$ cat config.mk
export PLATFORM = sky130hd
export DESIGN_NAME = mc_ctrl
export DESIGN_NICKNAME = d
export VERILOG_FILES = /design/src/rtl/mips_pkg.sv /design/src/rtl/mc_decode.sv /design/src/rtl/mc_ctrl.sv
export SDC_FILE = /design/constraint.sdc
export NUM_CORES = 1
export LEC_CHECK = 0
export BUFFER_PORTS_ARGS = -buffer_cell sky130_fd_sc_hd__buf_2
export CELL_PAD_IN_SITES_DETAIL_PLACEMENT = 2
export CELL_PAD_IN_SITES_GLOBAL_PLACEMENT = 2
export CORE_UTILIZATION = 23
export CTS_CLUSTER_SIZE = 12
export DETAILED_ROUTE_END_ITERATION = 16
export PLACE_DENSITY_LB_ADDON = 0.1
export SYNTH_ARGS = -nofsm -noshare
export SYNTH_HDL_FRONTEND = slang
export SYNTH_SLANG_ARGS = --single-unit
$ cat constraint.sdc
create_clock -name clk -period 1.85 [get_ports clk]
set_input_delay 0.0925 -clock clk [delete_from_list [all_inputs] [get_ports clk]]
set_output_delay 0.0925 -clock clk [all_outputs]
set_load 0.005 [all_outputs]
$ cat src/rtl/mips_pkg.sv
// Shared MIPS encodings for the project2 multi-cycle datapath and its control unit.
package mips_pkg;

    localparam logic [5:0] OP_RTYPE = 6'b000000;
    localparam logic [5:0] OP_J     = 6'b000010;
    localparam logic [5:0] OP_JAL   = 6'b000011;
    localparam logic [5:0] OP_BEQ   = 6'b000100;
    localparam logic [5:0] OP_ADDIU = 6'b001001;
    localparam logic [5:0] OP_ORI   = 6'b001101;
    localparam logic [5:0] OP_LUI   = 6'b001111;
    localparam logic [5:0] OP_LW    = 6'b100011;
    localparam logic [5:0] OP_SW    = 6'b101011;

    localparam logic [5:0] FN_JR    = 6'b001000;
    localparam logic [5:0] FN_ADDU  = 6'b100001;
    localparam logic [5:0] FN_SUBU  = 6'b100011;
    localparam logic [5:0] FN_SLT   = 6'b101010;

    typedef enum logic [3:0] {
        S_FETCH  = 4'd0,
        S_DECODE = 4'd1,
        S_EXE    = 4'd2,
        S_MEMADR = 4'd3,
        S_MEMRD  = 4'd4,
        S_MEMWR  = 4'd5,
        S_ALUWB  = 4'd6,
        S_MEMWB  = 4'd7,
        S_BRANCH = 4'd8,
        S_JUMP   = 4'd9
    } state_t;

    // Also consumed by the immediate extender, so these codes must stay in sync with it.
    localparam logic [1:0] EXT_ZERO = 2'b00;
    localparam logic [1:0] EXT_SIGN = 2'b01;
    localparam logic [1:0] EXT_LUI  = 2'b10;

    localparam logic [2:0] ALU_ADD  = 3'b000;
    localparam logic [2:0] ALU_SUB  = 3'b001;
    localparam logic [2:0] ALU_OR   = 3'b010;
    localparam logic [2:0] ALU_SLT  = 3'b011;

    localparam logic [1:0] NPC_PC4    = 2'b00;
    localparam logic [1:0] NPC_BRANCH = 2'b01;
    localparam logic [1:0] NPC_JUMP   = 2'b10;
    localparam logic [1:0] NPC_RS     = 2'b11;

    localparam logic [1:0] WB_ALU = 2'b00;
    localparam logic [1:0] WB_DM  = 2'b01;
    localparam logic [1:0] WB_PC4 = 2'b10;

    localparam logic [1:0] RD_RD = 2'b00;
    localparam logic [1:0] RD_RT = 2'b01;
    localparam logic [1:0] RD_RA = 2'b10;

    typedef struct packed {
        logic ralu;
        logic ialu;
        logic load;
        logic store;
        logic branch;
        logic jump;
        logic jal;
        logic jr;
    } iclass_t;

endpackage

$ cat src/rtl/mc_decode.sv
// Combinational instruction decoder: opcode/funct to instruction class plus the
// state-independent datapath controls.
module mc_decode
    import mips_pkg::*;
(
    input  logic [5:0] opcode,
    input  logic [5:0] funct,
    output iclass_t    iclass,
    output logic [1:0] extop,
    output logic [2:0] aluop,
    output logic       bsel,
    output logic       illegal
);

    always_comb begin
        iclass  = '0;
        extop   = EXT_ZERO;
        aluop   = ALU_ADD;
        bsel    = 1'b0;
        illegal = 1'b0;
        case (opcode)
            OP_RTYPE: begin
                case (funct)
                    FN_ADDU: iclass.ralu = 1'b1;
                    FN_SUBU: begin
                        iclass.ralu = 1'b1;
                        aluop       = ALU_SUB;
                    end
                    FN_SLT: begin
                        iclass.ralu = 1'b1;
                        aluop       = ALU_SLT;
                    end
                    FN_JR:   iclass.jr = 1'b1;
                    default: illegal = 1'b1;
                endcase
            end
            OP_ORI: begin
                iclass.ialu = 1'b1;
                bsel        = 1'b1;
                aluop       = ALU_OR;
            end
            OP_ADDIU: begin
                iclass.ialu = 1'b1;
                bsel        = 1'b1;
                extop       = EXT_SIGN;
            end
            // lui adds the shifted immediate to $0, which the datapath selects as rs.
            OP_LUI: begin
                iclass.ialu = 1'b1;
                bsel        = 1'b1;
                extop       = EXT_LUI;
            end
            OP_LW: begin
                iclass.load = 1'b1;
                bsel        = 1'b1;
                extop       = EXT_SIGN;
            end
            OP_SW: begin
                iclass.store = 1'b1;
                bsel         = 1'b1;
                extop        = EXT_SIGN;
            end
            OP_BEQ: begin
                iclass.branch = 1'b1;
                extop         = EXT_SIGN;
                aluop         = ALU_SUB;
            end
            OP_J:    iclass.jump = 1'b1;
            OP_JAL:  iclass.jal  = 1'b1;
            default: illegal = 1'b1;
        endcase
    end

endmodule

$ cat src/rtl/mc_ctrl.sv
// Multi-cycle MIPS control unit: state sequencer, Moore output decode and
// retired-instruction counter.
module mc_ctrl
    import mips_pkg::*;
#(
    parameter int CNT_W = 32
) (
    input  logic             clk,
    input  logic             rst_n,
    input  logic [5:0]       opcode,
    input  logic [5:0]       funct,
    input  logic             zero,
    output logic             pcwr,
    output logic             irwr,
    output logic             gprwr,
    output logic             dmwr,
    output logic [1:0]       extop,
    output logic [2:0]       aluop,
    output logic             bsel,
    output logic [1:0]       regdst,
    output logic [1:0]       wbsel,
    output logic [1:0]       npc_op,
    output logic             illegal,
    output logic [CNT_W-1:0] instret,
    output logic [3:0]       state
);

    localparam logic [CNT_W-1:0] CNT_ONE = {{(CNT_W-1){1'b0}}, 1'b1};

    state_t     cur, nxt;
    iclass_t    iclass;
    logic [1:0] dec_extop;
    logic [2:0] dec_aluop;
    logic       dec_bsel;
    logic       dec_illegal;
    logic       retire;

    mc_decode u_decode (
        .opcode  (opcode),
        .funct   (funct),
        .iclass  (iclass),
        .extop   (dec_extop),
        .aluop   (dec_aluop),
        .bsel    (dec_bsel),
        .illegal (dec_illegal)
    );

    always_ff @(posedge clk or negedge rst_n) begin
        if (!rst_n) cur <= S_FETCH;
        else        cur <= nxt;
    end

    always_comb begin
        nxt = S_FETCH;
        case (cur)
            S_FETCH:  nxt = S_DECODE;
            S_DECODE: begin
                if (iclass.ralu || iclass.ialu)                 nxt = S_EXE;
                else if (iclass.load || iclass.store)           nxt = S_MEMADR;
                else if (iclass.branch)                         nxt = S_BRANCH;
                else if (iclass.jump || iclass.jal || iclass.jr) nxt = S_JUMP;
                else                                            nxt = S_FETCH;
            end
            S_EXE:    nxt = S_ALUWB;
            S_MEMADR: nxt = iclass.load ? S_MEMRD : S_MEMWR;
            S_MEMRD:  nxt = S_MEMWB;
            default:  nxt = S_FETCH;
        endcase
    end

    // Illegal instructions leave DECODE straight for FETCH and so never retire.
    assign retire = (cur == S_ALUWB) || (cur == S_MEMWB) || (cur == S_MEMWR) ||
                    (cur == S_BRANCH) || (cur == S_JUMP);

    always_ff @(posedge clk or negedge rst_n) begin
        if (!rst_n)      instret <= '0;
        else if (retire) instret <= instret + CNT_ONE;
    end

    always_comb begin
        pcwr    = 1'b0;
        irwr    = 1'b0;
        gprwr   = 1'b0;
        dmwr    = 1'b0;
        illegal = 1'b0;
        regdst  = RD_RD;
        wbsel   = WB_ALU;
        npc_op  = NPC_PC4;
        extop   = (cur == S_FETCH) ? EXT_ZERO : dec_extop;
        aluop   = dec_aluop;
        bsel    = dec_bsel;
        case (cur)
            S_FETCH: begin
                pcwr = 1'b1;
                irwr = 1'b1;
            end
            S_DECODE: illegal = dec_illegal;
            S_ALUWB: begin
                gprwr  = 1'b1;
                regdst = iclass.ralu ? RD_RD : RD_RT;
            end
            S_MEMWB: begin
                gprwr  = 1'b1;
                wbsel  = WB_DM;
                regdst = RD_RT;
            end
            S_MEMWR:  dmwr = 1'b1;
            S_BRANCH: begin
                pcwr   = zero;
                npc_op = NPC_BRANCH;
            end
            S_JUMP: begin
                pcwr   = 1'b1;
                npc_op = iclass.jr ? NPC_RS : NPC_JUMP;
                if (iclass.jal) begin
                    gprwr  = 1'b1;
                    regdst = RD_RA;
                    wbsel  = WB_PC4;
                end
            end
            default: ;
        endcase
        // The state register is held at FETCH during reset, so its enables must be masked here.
        if (!rst_n) begin
            pcwr    = 1'b0;
            irwr    = 1'b0;
            gprwr   = 1'b0;
            dmwr    = 1'b0;
            illegal = 1'b0;
        end
    end

    assign state = cur;

endmodule

* Word level (Yosys, flattened, before mapping)
Cells that the tools add are included.
** Cells by class
- Equal/unequal tests :: 21
- Reductions and logical operators :: 18
- Mux-type cells :: 40
- $add $sub $neg :: 1
** Operator list (number)
- adder 32 x 1 -> 32 bit (second input constant) :: 1
- == test 6 bit (second input constant) :: 5
- == test 6 x 4 -> 1 bit (second input constant) :: 4
- 2-to-1 mux 1 bit :: 24
- one-hot mux 4 bit (5 select lines) :: 1
- == test 4 x 3 -> 1 bit (second input constant) :: 4
- 2-to-1 mux 4 bit :: 4
- one-hot mux 2 bit (2 select lines) :: 4
- == test 6 x 2 -> 1 bit (second input constant) :: 2
- one-hot mux 3 bit (3 select lines) :: 1
- == test 4 x 2 -> 1 bit (second input constant) :: 2
- == test 4 bit (second input constant) :: 2
- logical OR 1 bit :: 8
- OR reduction 4 bit :: 2
- OR reduction 8 bit :: 1
- == test 6 x 3 -> 1 bit (second input constant) :: 1
- logical NOT 6 bit :: 1
- one-hot mux 1 bit (2 select lines) :: 3
- one-hot mux 2 bit (3 select lines) :: 1
- OR reduction 3 bit :: 2
- OR reduction 5 bit :: 1
- == test 4 x 1 -> 1 bit (second input constant) :: 1
- logical NOT 4 bit :: 1
- 2-to-1 mux 2 bit :: 2
- OR reduction 2 bit :: 2
** Word-level totals
- Input port bits :: 15
- Output and inout port bits :: 53
- Logic and storage cells :: 82
- Bits in registers :: 36

* Depth between registers and ports, before layout
Gate-level depths: netlist of run 1.
- Depth in word-level cells :: 9
- Gate-level depth with buffers :: 7
- Depth with buffers taken out :: 6

* By module
A second synthesis of run 1 with hierarchy kept.
** Unflattened totals
- Cell total of the unflattened synthesis :: 233
- Area total of the unflattened synthesis :: 2219.6 µm²
** Modules (own cells, without submodules)
- mc_ctrl :: seq. area each 900.9 µm², area an instance 1901.8 µm², times used 1, cells an instance 181
- mc_decode :: seq. area each 0.0 µm², area an instance 317.8 µm², times used 1, cells an instance 52

* Least setup slack after synthesis of run 1
Ideal clock, no wire load.
- Path kind :: reg2reg
- Start :: register cur[3] (netlist: state[3])
- End :: register instret[31]
- Data arrival time :: 1.749 ns
- Buffers on the path :: 1
- Path slack :: -0.021 ns
- Period minus slack after synthesis :: 1.871 ns
- Library setup time :: 0.123 ns
- Cell stages (with the launch flop) :: 7
- Cells stage by stage :: dfrtp_1 buf_6 or3b_1 o31ai_2 nor3b_4 or3b_1 xnor2_1
** On the way
- Word-level cells in the longest chain between the ends :: 5
** Ends and longest elaborated chain
- start, declared :: line mc_ctrl.sv:30 : state_t cur, nxt;
- start signal, assigned :: line mc_ctrl.sv:50 : else cur <= nxt;
- == test 4 x 3 -> 1 bit :: line mc_ctrl.sv:72 : assign retire = (cur == S_ALUWB) || (cur == S_MEMWB) || (cur == S_MEMWR) ||
- logical OR 1 bit (3 in series) :: line mc_ctrl.sv:72
- logical OR 1 bit (*) :: line mc_ctrl.sv:73 : (cur == S_BRANCH) || (cur == S_JUMP);
- end signal, assigned :: line mc_ctrl.sv:77 : else if (retire) instret <= instret + CNT_ONE;
- end, declared :: line mc_ctrl.sv:24 : output logic [CNT_W-1:0] instret,
Mark *: on every way between the ends. The rest lies on a longest branch, timed or not.
A chain may end at the register's enable or synchronous reset.

* Worst setup path after layout of run 1
- Start :: register cur[1] (netlist: state[1])
- End :: register instret[31]
Same word-level chain as after synthesis.

==> results of run 1 <==
metrics by stage:
| step | util | instance area [um^2] | instances | TNS, ns | hold WS [ns] |
|---|---|---|---|---|---|
| after floorplan | - | 2017 | 210 | -0.008071 | -0.2031 |
| after global placement | 0.3179 | 2651 | 403 | 0 | 0.07079 |
| after detailed placement | 0.3179 | 2651 | 403 | -0.01229 | 0.06687 |
| after CTS | 0.3338 | 2784 | 414 | 0 | 0.2633 |
| after global routing | 0.3426 | 2858 | 421 | -0.03858 | 0.2894 |
| final | 0.3426 | 2858 | 421 | 0 | 0.2642 |
synthesized netlist by cell type (2+ instances only):
cell type,n
nand4_1,19
buf_2,3
nor2_1,21
o21ai_0,2
xor2_1,8
a21oi_1,7
nand3_1,6
or2_2,2
dfrtp_1,36
or3b_1,2
nor4_1,2
nor4b_1,2
a31oi_1,2
and3b_1,2
and3_1,5
nand2_1,23
xnor2_1,23
inv_1,10
nor2b_1,4
o2111ai_1,3
nor3_1,6
cell type report:
type,instances,area [um^2],area share
inverter,10,37.54,0.01313
clock inverter,2,10.01,0.003503
clock buffer,6,82.58,0.02890
timing repair buffer,103,618.1,0.2163
tap,105,131.4,0.04597
multi-input combinational,159,1076,0.3765
sequential,36,902.1,0.3157
how the worst max path moves through the flow:
stage / from / end / slack (ns)
6_report: state[1] / instret[31] / 0.06
4_1_cts: state[3] / instret[31] / 0.004
2_1_floorplan: state[3] / instret[31] / -0.008
5_1_grt: state[1] / instret[31] / -0.02
3_3_place_gp: state[3] / instret[31] / 0.05
3_5_place_dp: state[3] / instret[31] / -0.01
placed cells by master (no fill, tap or decap), types with 3 or more instances in the layout:
master / Yosys / routed
buf_2: 3 / 66
dfrtp_1: 36 / 35
buf_4: 1 / 34
nand2_1: 23 / 23
xnor2_1: 23 / 23
nor2_1: 21 / 19
nand4_1: 19 / 19
inv_1: 10 / 10
xor2_1: 8 / 8
a21oi_1: 7 / 7
nand3_1: 6 / 6
nor3_1: 6 / 6
clkbuf_8: 0 / 6
and3_1: 5 / 5
o2111ai_1: 3 / 3
nor2b_1: 4 / 3
report_power, final:
part           switching (mW)  leakage, nW  total, mW  internal, mW
Combinational           0.509        0.914      0.989         0.481
Clock                   0.285       0.0510      0.582         0.297
Sequential             0.0845        0.490      0.958         0.873
worst register-to-register path, stage by stage, from the launching register on:
cell and delay (ns):
dfrtp_1 0.40, or3b_4 0.44, o31ai_4 0.10, nor3b_4 0.24, or3b_1 0.38, xnor2_1 0.13
routing by layer:
layer	global-route usage	vias up
li1	-	951
met1	0.2119	996
met2	0.2262	42
met3	0.02871	5
met4	0.04851	0
met5	0	-
logic make-up (layout without fill, tap and decap cells):
kind of cell | after synthesis | after routing
xor+xnor | 31 | 31
simple gates | 104 | 104
buf+inv | 16 | 121
compound gates | 20 | 21
other cells | 1 | 1
flops | 36 | 36
fa+ha+maj | 1 | 1
mux | 1 | 1
flip-flops by register name (all words and copies together), names as in the netlist:
register	flops
instret	32
state	4
what timing repair did:
item / CTS / global route
hold buffers: 1 / 0
setup endpoints to repair: 2 / 8
pin swaps: 0 / 3
cloned: 0 / 1
endpoints found under the hold margin: 14 / 0
resized for setup: 2 / 6
setup buffers: 2 / 6
==> flow_metrics.env, run 1 <==
export IMPL_die_h_um=95.38
export IMPL_drtPass1Iterations=4
export IMPL_ys_warnings_count=0
export IMPL_synth_top_family_by_area="simple AND/OR/NAND/NOR gates"
export IMPL_yosys_area_share_simple=0.2951
export IMPL_fin_crit_ns=1.794
export IMPL_async_flop_share=1.000
export IMPL_worst_endpoint_required_ns=2.03
export IMPL_rsz0062_at_grt="yes"
export IMPL_portBuffers=66
export IMPL_syn_area_um2=2006
export IMPL_synth_fa_ha_area_frac=0.006238
export IMPL_drt_met1_wl_um=3068
export IMPL_synth_flop_cell="dfrtp_1"
export IMPL_ys_types=43
export IMPL_wirelength_um=6419
export IMPL_drtIter0Drc=55
export IMPL_drive_gt1_frac=0.3956
export IMPL_synth_top_cell_by_area="dfrtp_1"
export IMPL_antenna_found_initial=0
export IMPL_path_delay_family="simple AND/OR/NAND/NOR gates"
export IMPL_regToRegSetupSlack_ns=0.06
export IMPL_dp_hpwl_um=5051
export IMPL_synth_edf_count=0
export IMPL_clockBufferDepth=2
export IMPL_synth_compound_area_frac=0.06925
export IMPL_clock_sinks=36
export IMPL_cp_arrival_ns=1.98
export IMPL_coreArea_um2=8341
export IMPL_status="finished, final reports clean"
export IMPL_cts_tree="built"
export IMPL_ir_drop_mv=0.5038
export IMPL_cp_start_kind="flop"
export IMPL_totalPowerFinal_mw=2.529
export IMPL_crit_type="flop to flop"
export IMPL_nets=331
export IMPL_hold_path_class="input port to async pin"
export IMPL_grt_overflow_total=0
export IMPL_initial_core_util=0.2405
export IMPL_ant_nets=0
export IMPL_grtUsageTotal=0.1492
export IMPL_fmax_mhz=557.3
export IMPL_worst_setup_path_end_kind="flop"
export IMPL_maxCapViolCount=0
export IMPL_area_growth_pct=42.48
export IMPL_routedWlPerCell_um=15.25
export IMPL_cts_root_buf="clkbuf_8"
export IMPL_regToRegEndpoint="instret[31]"
export IMPL_post_route_drc_count=0
export IMPL_path_buf_inv=0
export IMPL_place_ws_ns=-0.01229
export IMPL_worstReg2RegStart="state[1]"
export IMPL_synth_area_leaders="dfrtp_1 (45%), xnor2_1 (10%), nand4_1 (5.9%)"
export IMPL_ys_ff_latch=36
export IMPL_n_antenna_cell=0
export IMPL_netlist_instances=210
export IMPL_wl_met2_um=3040
export IMPL_rows=33
export IMPL_avgViaCountPerCell=4.736
export IMPL_die_x_um=95.38
export IMPL_critPathMaxStageDelay_ns=0.44
export IMPL_syn_area_per_cell_um2=9.551
export IMPL_netlist_area_leader_share=0.4492
export IMPL_die_area_um2=9097
export IMPL_ff2ff_path_depth=5
export IMPL_cts_buffers=5
export IMPL_worstSkewPairLatency_ns=0.29
export IMPL_top_layer="met4"
export IMPL_fin_skew_ns=0.007800
export IMPL_hold_viol=0
export IMPL_grt_pass1_vias=2008
export IMPL_grt_pass1_wl_um=10180
export IMPL_powerDensity_nw_per_um2=885.0
export IMPL_synth_xor_area_frac=0.1354
export IMPL_fill_cells=972
export IMPL_cp_cell_sequence="or3b_4 -> o31ai_4 -> nor3b_4 -> or3b_1 -> xnor2_1"
export IMPL_dr_wl_met3_um=242
export IMPL_maxSlewViolCount=0
export IMPL_yosysSeqAreaShare=0.4492
export IMPL_synth_fp_nets=226
export IMPL_crit_cells=5
export IMPL_setup_viol=0
export IMPL_crit_fanout=5
export IMPL_htreeDepth=2
export IMPL_worst_slack_ns=0.05570
export IMPL_fin_crit_sh=0.9699
export IMPL_grt_start_max_net_pins=23
export IMPL_finalWeightedCongestion=0.7342
export IMPL_vias=1994
export IMPL_synthMuxAreaShare=0.005614
export IMPL_design_portCount=68
export IMPL_clk_pin_slew_ns=0.08
export IMPL_leakage_nw=1.455
export IMPL_cp_slowest_cell="or3b_4"
Power figures use the tool's default switching activity.
==> inputs of run 2 (changes only) <==
--- a/config.mk
+++ b/config.mk
@@ -6,12 +6,15 @@
 export NUM_CORES = 1
 export LEC_CHECK = 0
 export BUFFER_PORTS_ARGS = -buffer_cell sky130_fd_sc_hd__buf_2
+export CAP_MARGIN = 20
 export CELL_PAD_IN_SITES_DETAIL_PLACEMENT = 2
 export CELL_PAD_IN_SITES_GLOBAL_PLACEMENT = 2
 export CORE_UTILIZATION = 23
+export CTS_BUF_LIST = sky130_fd_sc_hd__clkbuf_4
 export CTS_CLUSTER_SIZE = 12
 export DETAILED_ROUTE_END_ITERATION = 16
 export PLACE_DENSITY_LB_ADDON = 0.1
+export RECOVER_POWER = 25
 export SYNTH_ARGS = -nofsm -noshare
 export SYNTH_HDL_FRONTEND = slang
 export SYNTH_SLANG_ARGS = --single-unit
==> flow_metrics.env, run 2 (same netlist as run 1, synthesis figures left out) <==
export IMPL_avgViaCountPerCell=4.719
export IMPL_largest_reg_flops=32
export IMPL_die_h_um=95.38
export IMPL_cts_tree="built"
export IMPL_cts_buffers=5
export IMPL_regArea_um2=900.9
export IMPL_worst_slack_ns=0.04767
export IMPL_cp_arrival_ns=1.71
export IMPL_fin_skew_ns=0.01307
export IMPL_place_ws_ns=-0.01229
export IMPL_status="finished, final reports clean"
export IMPL_clock_sinks=36
export IMPL_rows=33
export IMPL_mostFrequentLayoutCells="buf_2 (59), dfrtp_1 (36), buf_4 (31)"
export IMPL_n_antenna_cell=0
export IMPL_crit_type="flop to output port"
export IMPL_cp_start_kind="flop"
export IMPL_final_util=0.3380
export IMPL_design_portCount=68
export IMPL_maxSlewHeadroom=0.1815
export IMPL_fin_crit_sh=0.9742
export IMPL_initial_core_util=0.2405
export IMPL_grt_pass1_vias=2024
export IMPL_hold_path_class="input port to flop"
export IMPL_worst_setup_path_end_kind="output port"
export IMPL_fin_crit_ns=1.802
export IMPL_setup_tns_ns=0
export IMPL_cts_root_buf="clkbuf_4"
export IMPL_htreeDepth=2
export IMPL_grt_overflow_total=0
export IMPL_post_place_cells=403
export IMPL_wirelength_um=6319
export IMPL_grt_pass1_wl_um=10300
export IMPL_drtPass1Iterations=4
export IMPL_clockBufferDepth=2
export IMPL_regMostFlops="instret"
export IMPL_clk_pin_slew_ns=0.10
export IMPL_fmax_mhz=554.8
export IMPL_dp_hpwl_um=5051
export IMPL_grtUsageTotal=0.1490
export IMPL_grt_start_max_net_pins=23
export IMPL_coreArea_um2=8341
export IMPL_drtIter0Drc=57
export IMPL_multi_input_area_um2=1076
export IMPL_final_common_cell="buf_2"
export IMPL_drive_gt1_frac=0.3714
export IMPL_final_cells=420
export IMPL_ant_nets=0
export IMPL_ir_drop_mv=0.4913
export IMPL_worstSkewPairLatency_ns=0.35
export IMPL_finalWeightedCongestion=0.7342
export IMPL_nets=330
export IMPL_fill_cells=979
export IMPL_die_area_um2=9097
export IMPL_worst_pin_slew_ns=1.228
export IMPL_crit_fanout=3
export IMPL_portBuffers=66
export IMPL_rsz0062_at_grt="yes"
export IMPL_vias=1982
export IMPL_powerDensity_nw_per_um2=838.4
export IMPL_setup_viol=0
export IMPL_worst_endpoint_required_ns=1.76
export IMPL_area_growth_pct=40.55
export IMPL_die_x_um=95.38
export IMPL_routedWlPerCell_um=15.05
export IMPL_maxCapViolCount=0
export IMPL_post_route_drc_count=0
export IMPL_leakage_nw=1.413
export IMPL_maxSlewViolCount=0
export IMPL_antenna_found_initial=0
export IMPL_hold_viol=0
run 2: changes by cell type in the layout (fill, tap and decap cells not counted), moves of 3 or more:
| cell | delta |
|---|---|
| buf_2 | -7 |
| buf_4 | -3 |
| clkbuf_8 | -6 |
| clkbuf_4 | +5 |
| clkbuf_1 | +7 |
run 2: final timing paths:
path	start	end	slack [ns]	depth (start not counted)
setup reg to reg	state[1]	instret[31]	0.05	5
max in group asynchronous	rst_n	instret[10]	0.39	3
setup / recovery	state[2]	gprwr	0.05	7
hold reg to reg	instret[28]	instret[28]	0.50	1
min in group asynchronous	rst_n	instret[28]	0.72	3
hold / removal	opcode[4]	state[3]	0.23	4
run 2: power breakdown:
part / internal [mW] / switching, mW / total, mW
registers: 0.872 / 0.0830 / 0.955
logic: 0.497 / 0.497 / 0.994
clock network: 0.140 / 0.274 / 0.414
run 2: layout make-up:
| class | count | area share |
|---|---|---|
| inverter | 10 | 0.01332 |
| tap | 105 | 0.04660 |
| clock buffer | 5 | 0.01332 |
| clock inverter | 3 | 0.004882 |
| timing repair buffer | 103 | 0.2206 |
| multi-input combinational | 158 | 0.3817 |
| sequential | 36 | 0.3196 |
run 2: routing by layer:
layer	part of all wire	GRT usage	vias up	wire [um]
li1	-	-	950	-
met1	0.49	0.2108	985	3071
met2	0.47	0.2339	42	2979
met3	0.036	0.02871	5	225
met4	0.0066	0.03358	0	42
met5	0	0	-	0
run 2: timing repair:
item | in CTS | in global routing
setup buffers | 2 | 5
resized for setup | 3 | 7
hold endpoints to repair | 14 | 0
pin swaps | 0 | 5
setup endpoints to repair | 2 | 11
hold buffers | 2 | 0
run 2: worst max-delay path: stages, from the launching register on:
cell      delay [ns]
dfrtp_1         0.42
buf_6           0.14
nor4bb_4        0.29
nand2_1         0.12
nor2_2          0.13
a21oi_1         0.05
nor2b_1         0.11
buf_2           0.11
run 2: per-stage QoR:
step / cell area (um^2) / hold WS, ns / power, mW
after global routing: 2819 / 0.2293 / 2.553
after detailed placement: 2651 / 0.06687 / 1.831
final: 2819 / 0.2314 / 2.363
after CTS: 2768 / 0.1997 / 2.345
after global placement: 2651 / 0.07079 / 1.810
after floorplan: 2017 / -0.2031 / 1.424
==> inputs of run 3 (changes only) <==
--- a/config.mk
+++ b/config.mk
@@ -7,13 +7,10 @@
 export LEC_CHECK = 0
 export BUFFER_PORTS_ARGS = -buffer_cell sky130_fd_sc_hd__buf_2
 export CAP_MARGIN = 20
-export CELL_PAD_IN_SITES_DETAIL_PLACEMENT = 2
-export CELL_PAD_IN_SITES_GLOBAL_PLACEMENT = 2
 export CORE_UTILIZATION = 23
 export CTS_BUF_LIST = sky130_fd_sc_hd__clkbuf_4
 export CTS_CLUSTER_SIZE = 12
 export DETAILED_ROUTE_END_ITERATION = 16
-export PLACE_DENSITY_LB_ADDON = 0.1
 export RECOVER_POWER = 25
 export SYNTH_ARGS = -nofsm -noshare
 export SYNTH_HDL_FRONTEND = slang
==> flow_metrics.env, run 3 (same netlist as run 1, synthesis figures left out) <==
export IMPL_grt_start_max_net_pins=37
export IMPL_die_h_um=95.38
export IMPL_regMostFlops="instret"
export IMPL_die_area_um2=9097
export IMPL_worst_endpoint_required_ns=1.76
export IMPL_area_growth_pct=40.24
export IMPL_grtUsageTotal=0.1184
export IMPL_maxCapViolCount=0
export IMPL_swShare=0.3523
export IMPL_fin_crit_ns=1.837
export IMPL_pwr_share_seq=0.398
export IMPL_design_portCount=68
export IMPL_worst_setup_path_end_kind="output port"
export IMPL_hp_start="opcode[4]"
export IMPL_drtPass1Iterations=4
export IMPL_grt_pass1_wl_um=8335
export IMPL_post_route_drc_count=0
export IMPL_wirelength_um=5267
export IMPL_final_util=0.3372
export IMPL_regToRegSetupSlack_ns=0.09
export IMPL_crit_fanout=3
export IMPL_antenna_found_initial=0
export IMPL_hold_path_end="state[3]"
export IMPL_finalWeightedCongestion=0.8249
export IMPL_internal_power_mw=1.548
export IMPL_path_buf_inv=2
export IMPL_grt_overflow_total=0
export IMPL_die_x_um=95.38
export IMPL_leakage_nw=1.427
export IMPL_rows=33
export IMPL_cts_buffers=5
export IMPL_cts_tree="built"
export IMPL_cp_cell_sequence="buf_6 -> nor4bb_4 -> nand2_1 -> nor2_2 -> a21oi_2 -> nor2b_1 -> buf_2"
export IMPL_regToRegEndpoint="instret[21]"
export IMPL_fill_cells=912
export IMPL_power_share_clock=0.170
export IMPL_cts_root_buf="clkbuf_4"
export IMPL_status="finished, final reports clean"
export IMPL_htreeDepth=2
export IMPL_nets=328
export IMPL_path_delay_family="simple AND/OR/NAND/NOR gates"
export IMPL_critPathMaxStageDelay_ns=0.42
export IMPL_drive_gt1_frac=0.3962
export IMPL_pwr_share_comb=0.432
export IMPL_final_common_cell="buf_2"
export IMPL_totalPowerFinal_mw=2.390
export IMPL_largest_reg_flops=32
export IMPL_maxSlewViolCount=0
export IMPL_routedWlPerCell_um=12.60
export IMPL_rsz0062_at_grt="yes"
export IMPL_n_antenna_cell=0
export IMPL_ff2ff_path_depth=6
export IMPL_coreArea_um2=8341
export IMPL_worst_slack_ns=0.01337
export IMPL_setup_viol=0
export IMPL_hold_viol=0
export IMPL_min_path_cells=4
export IMPL_powerDensity_nw_per_um2=849.9
export IMPL_cp_slowest_cell="dfrtp_1"
export IMPL_crit_type="flop to output port"
export IMPL_vias=1896
export IMPL_place_ws_ns=0.07633
export IMPL_fmax_mhz=544.5
export IMPL_fin_skew_ns=0.005360
export IMPL_setup_tns_ns=0
export IMPL_portBuffers=66
export IMPL_ant_nets=0
export IMPL_hold_path_class="input port to flop"
export IMPL_cp_arrival_ns=1.74
export IMPL_clockBufferDepth=2
export IMPL_clock_sinks=36
export IMPL_clk_pin_slew_ns=0.11
export IMPL_cp_start_kind="flop"
export IMPL_fin_crit_sh=0.9928
export IMPL_initial_core_util=0.2405
export IMPL_dp_hpwl_um=4018
export IMPL_ir_drop_mv=0.3359
export IMPL_drtIter0Drc=66
export IMPL_avgViaCountPerCell=4.536
export IMPL_grt_pass1_vias=1784
export IMPL_worstSkewPairLatency_ns=0.34
export IMPL_worstReg2RegStart="state[1]"
export IMPL_mostFrequentLayoutCells="buf_2 (65), dfrtp_1 (36), buf_4 (31)"
export IMPL_p_sw_mw=0.8423
run 3: changes by cell type in the layout (fill, tap and decap cells not counted), sizes merged:
cell         previous run  this run
dlygate4sd3             2         1
clkbuf                 13         5
buf                    93       100
run 3: area by class of cell:
cell class | instances | area [um^2] | share of cell area
clock inverter | 3 | 13.76 | 0.004893
tap | 105 | 131.4 | 0.04671
sequential | 36 | 900.9 | 0.3203
timing repair buffer | 101 | 613.1 | 0.2180
clock buffer | 5 | 37.54 | 0.01335
multi-input combinational | 158 | 1079 | 0.3835
inverter | 10 | 37.54 | 0.01335
run 3: worst max path at each step:
| stage | start | endpoint | slack [ns] | depth (start not counted) |
|---|---|---|---|---|
| after detailed placement | instret[9] | instret[31] | 0.08 | 5 |
| final | state[1] | gprwr | 0.01 | 7 |
| after global placement | instret[9] | instret[31] | 0.11 | 5 |
| after floorplan | state[3] | instret[31] | -0.008 | 6 |
| after global routing | state[1] | gprwr | -0.13 | 7 |
| after CTS | state[1] | gprwr | 0.009 | 7 |
run 3: what timing repair did:
item | in CTS | in global routing
hold buffers | 1 | 0
gates resized for setup | 3 | 11
pin swaps | 0 | 6
buffers inserted | 0 | 10
endpoints found under the hold margin | 36 | 0
gates cloned | 0 | 0
setup endpoints to repair | 1 | 5
run 3: power by group through the flow:
stage               sequential [mW]  clock [mW]  combinational, mW
floorplan                     0.982           0              0.441
global placement              0.960           0              0.813
detailed placement            0.965           0              0.815
CTS                           0.951       0.423              0.838
global route                  0.962       0.461               1.13
finish                        0.952       0.406               1.03
run 3: per-layer routing:
layer,routed length [um],vias to the layer above,part of all wire,GRT usage
met5,0,-,0,0
met2,2434,36,0.46,0.1780
met3,318,5,0.060,0.04226
met4,31,0,0.0059,0.03607
li1,-,943,-,-
met1,2482,912,0.47,0.1584
run 3: worst register-to-register path, delay by kind of cell (launching register included):
kind	cells	cell delay [ns]
and+or+nand+nor	3	0.86
DFF	1	0.42
buffers and inverters	1	0.19
xor gates and xnor gates	1	0.14
AOI/OAI and AO/OA	1	0.08
run 3: through the flow:
step                      cells  hold slack, ns  area, um^2
final                       418          0.1510        2813
after global routing        418          0.1608        2813
after CTS                   408          0.1317        2700
after detailed placement    399          0.2695        2621
after global placement      399          0.2723        2621
after floorplan             210         -0.2031        2017
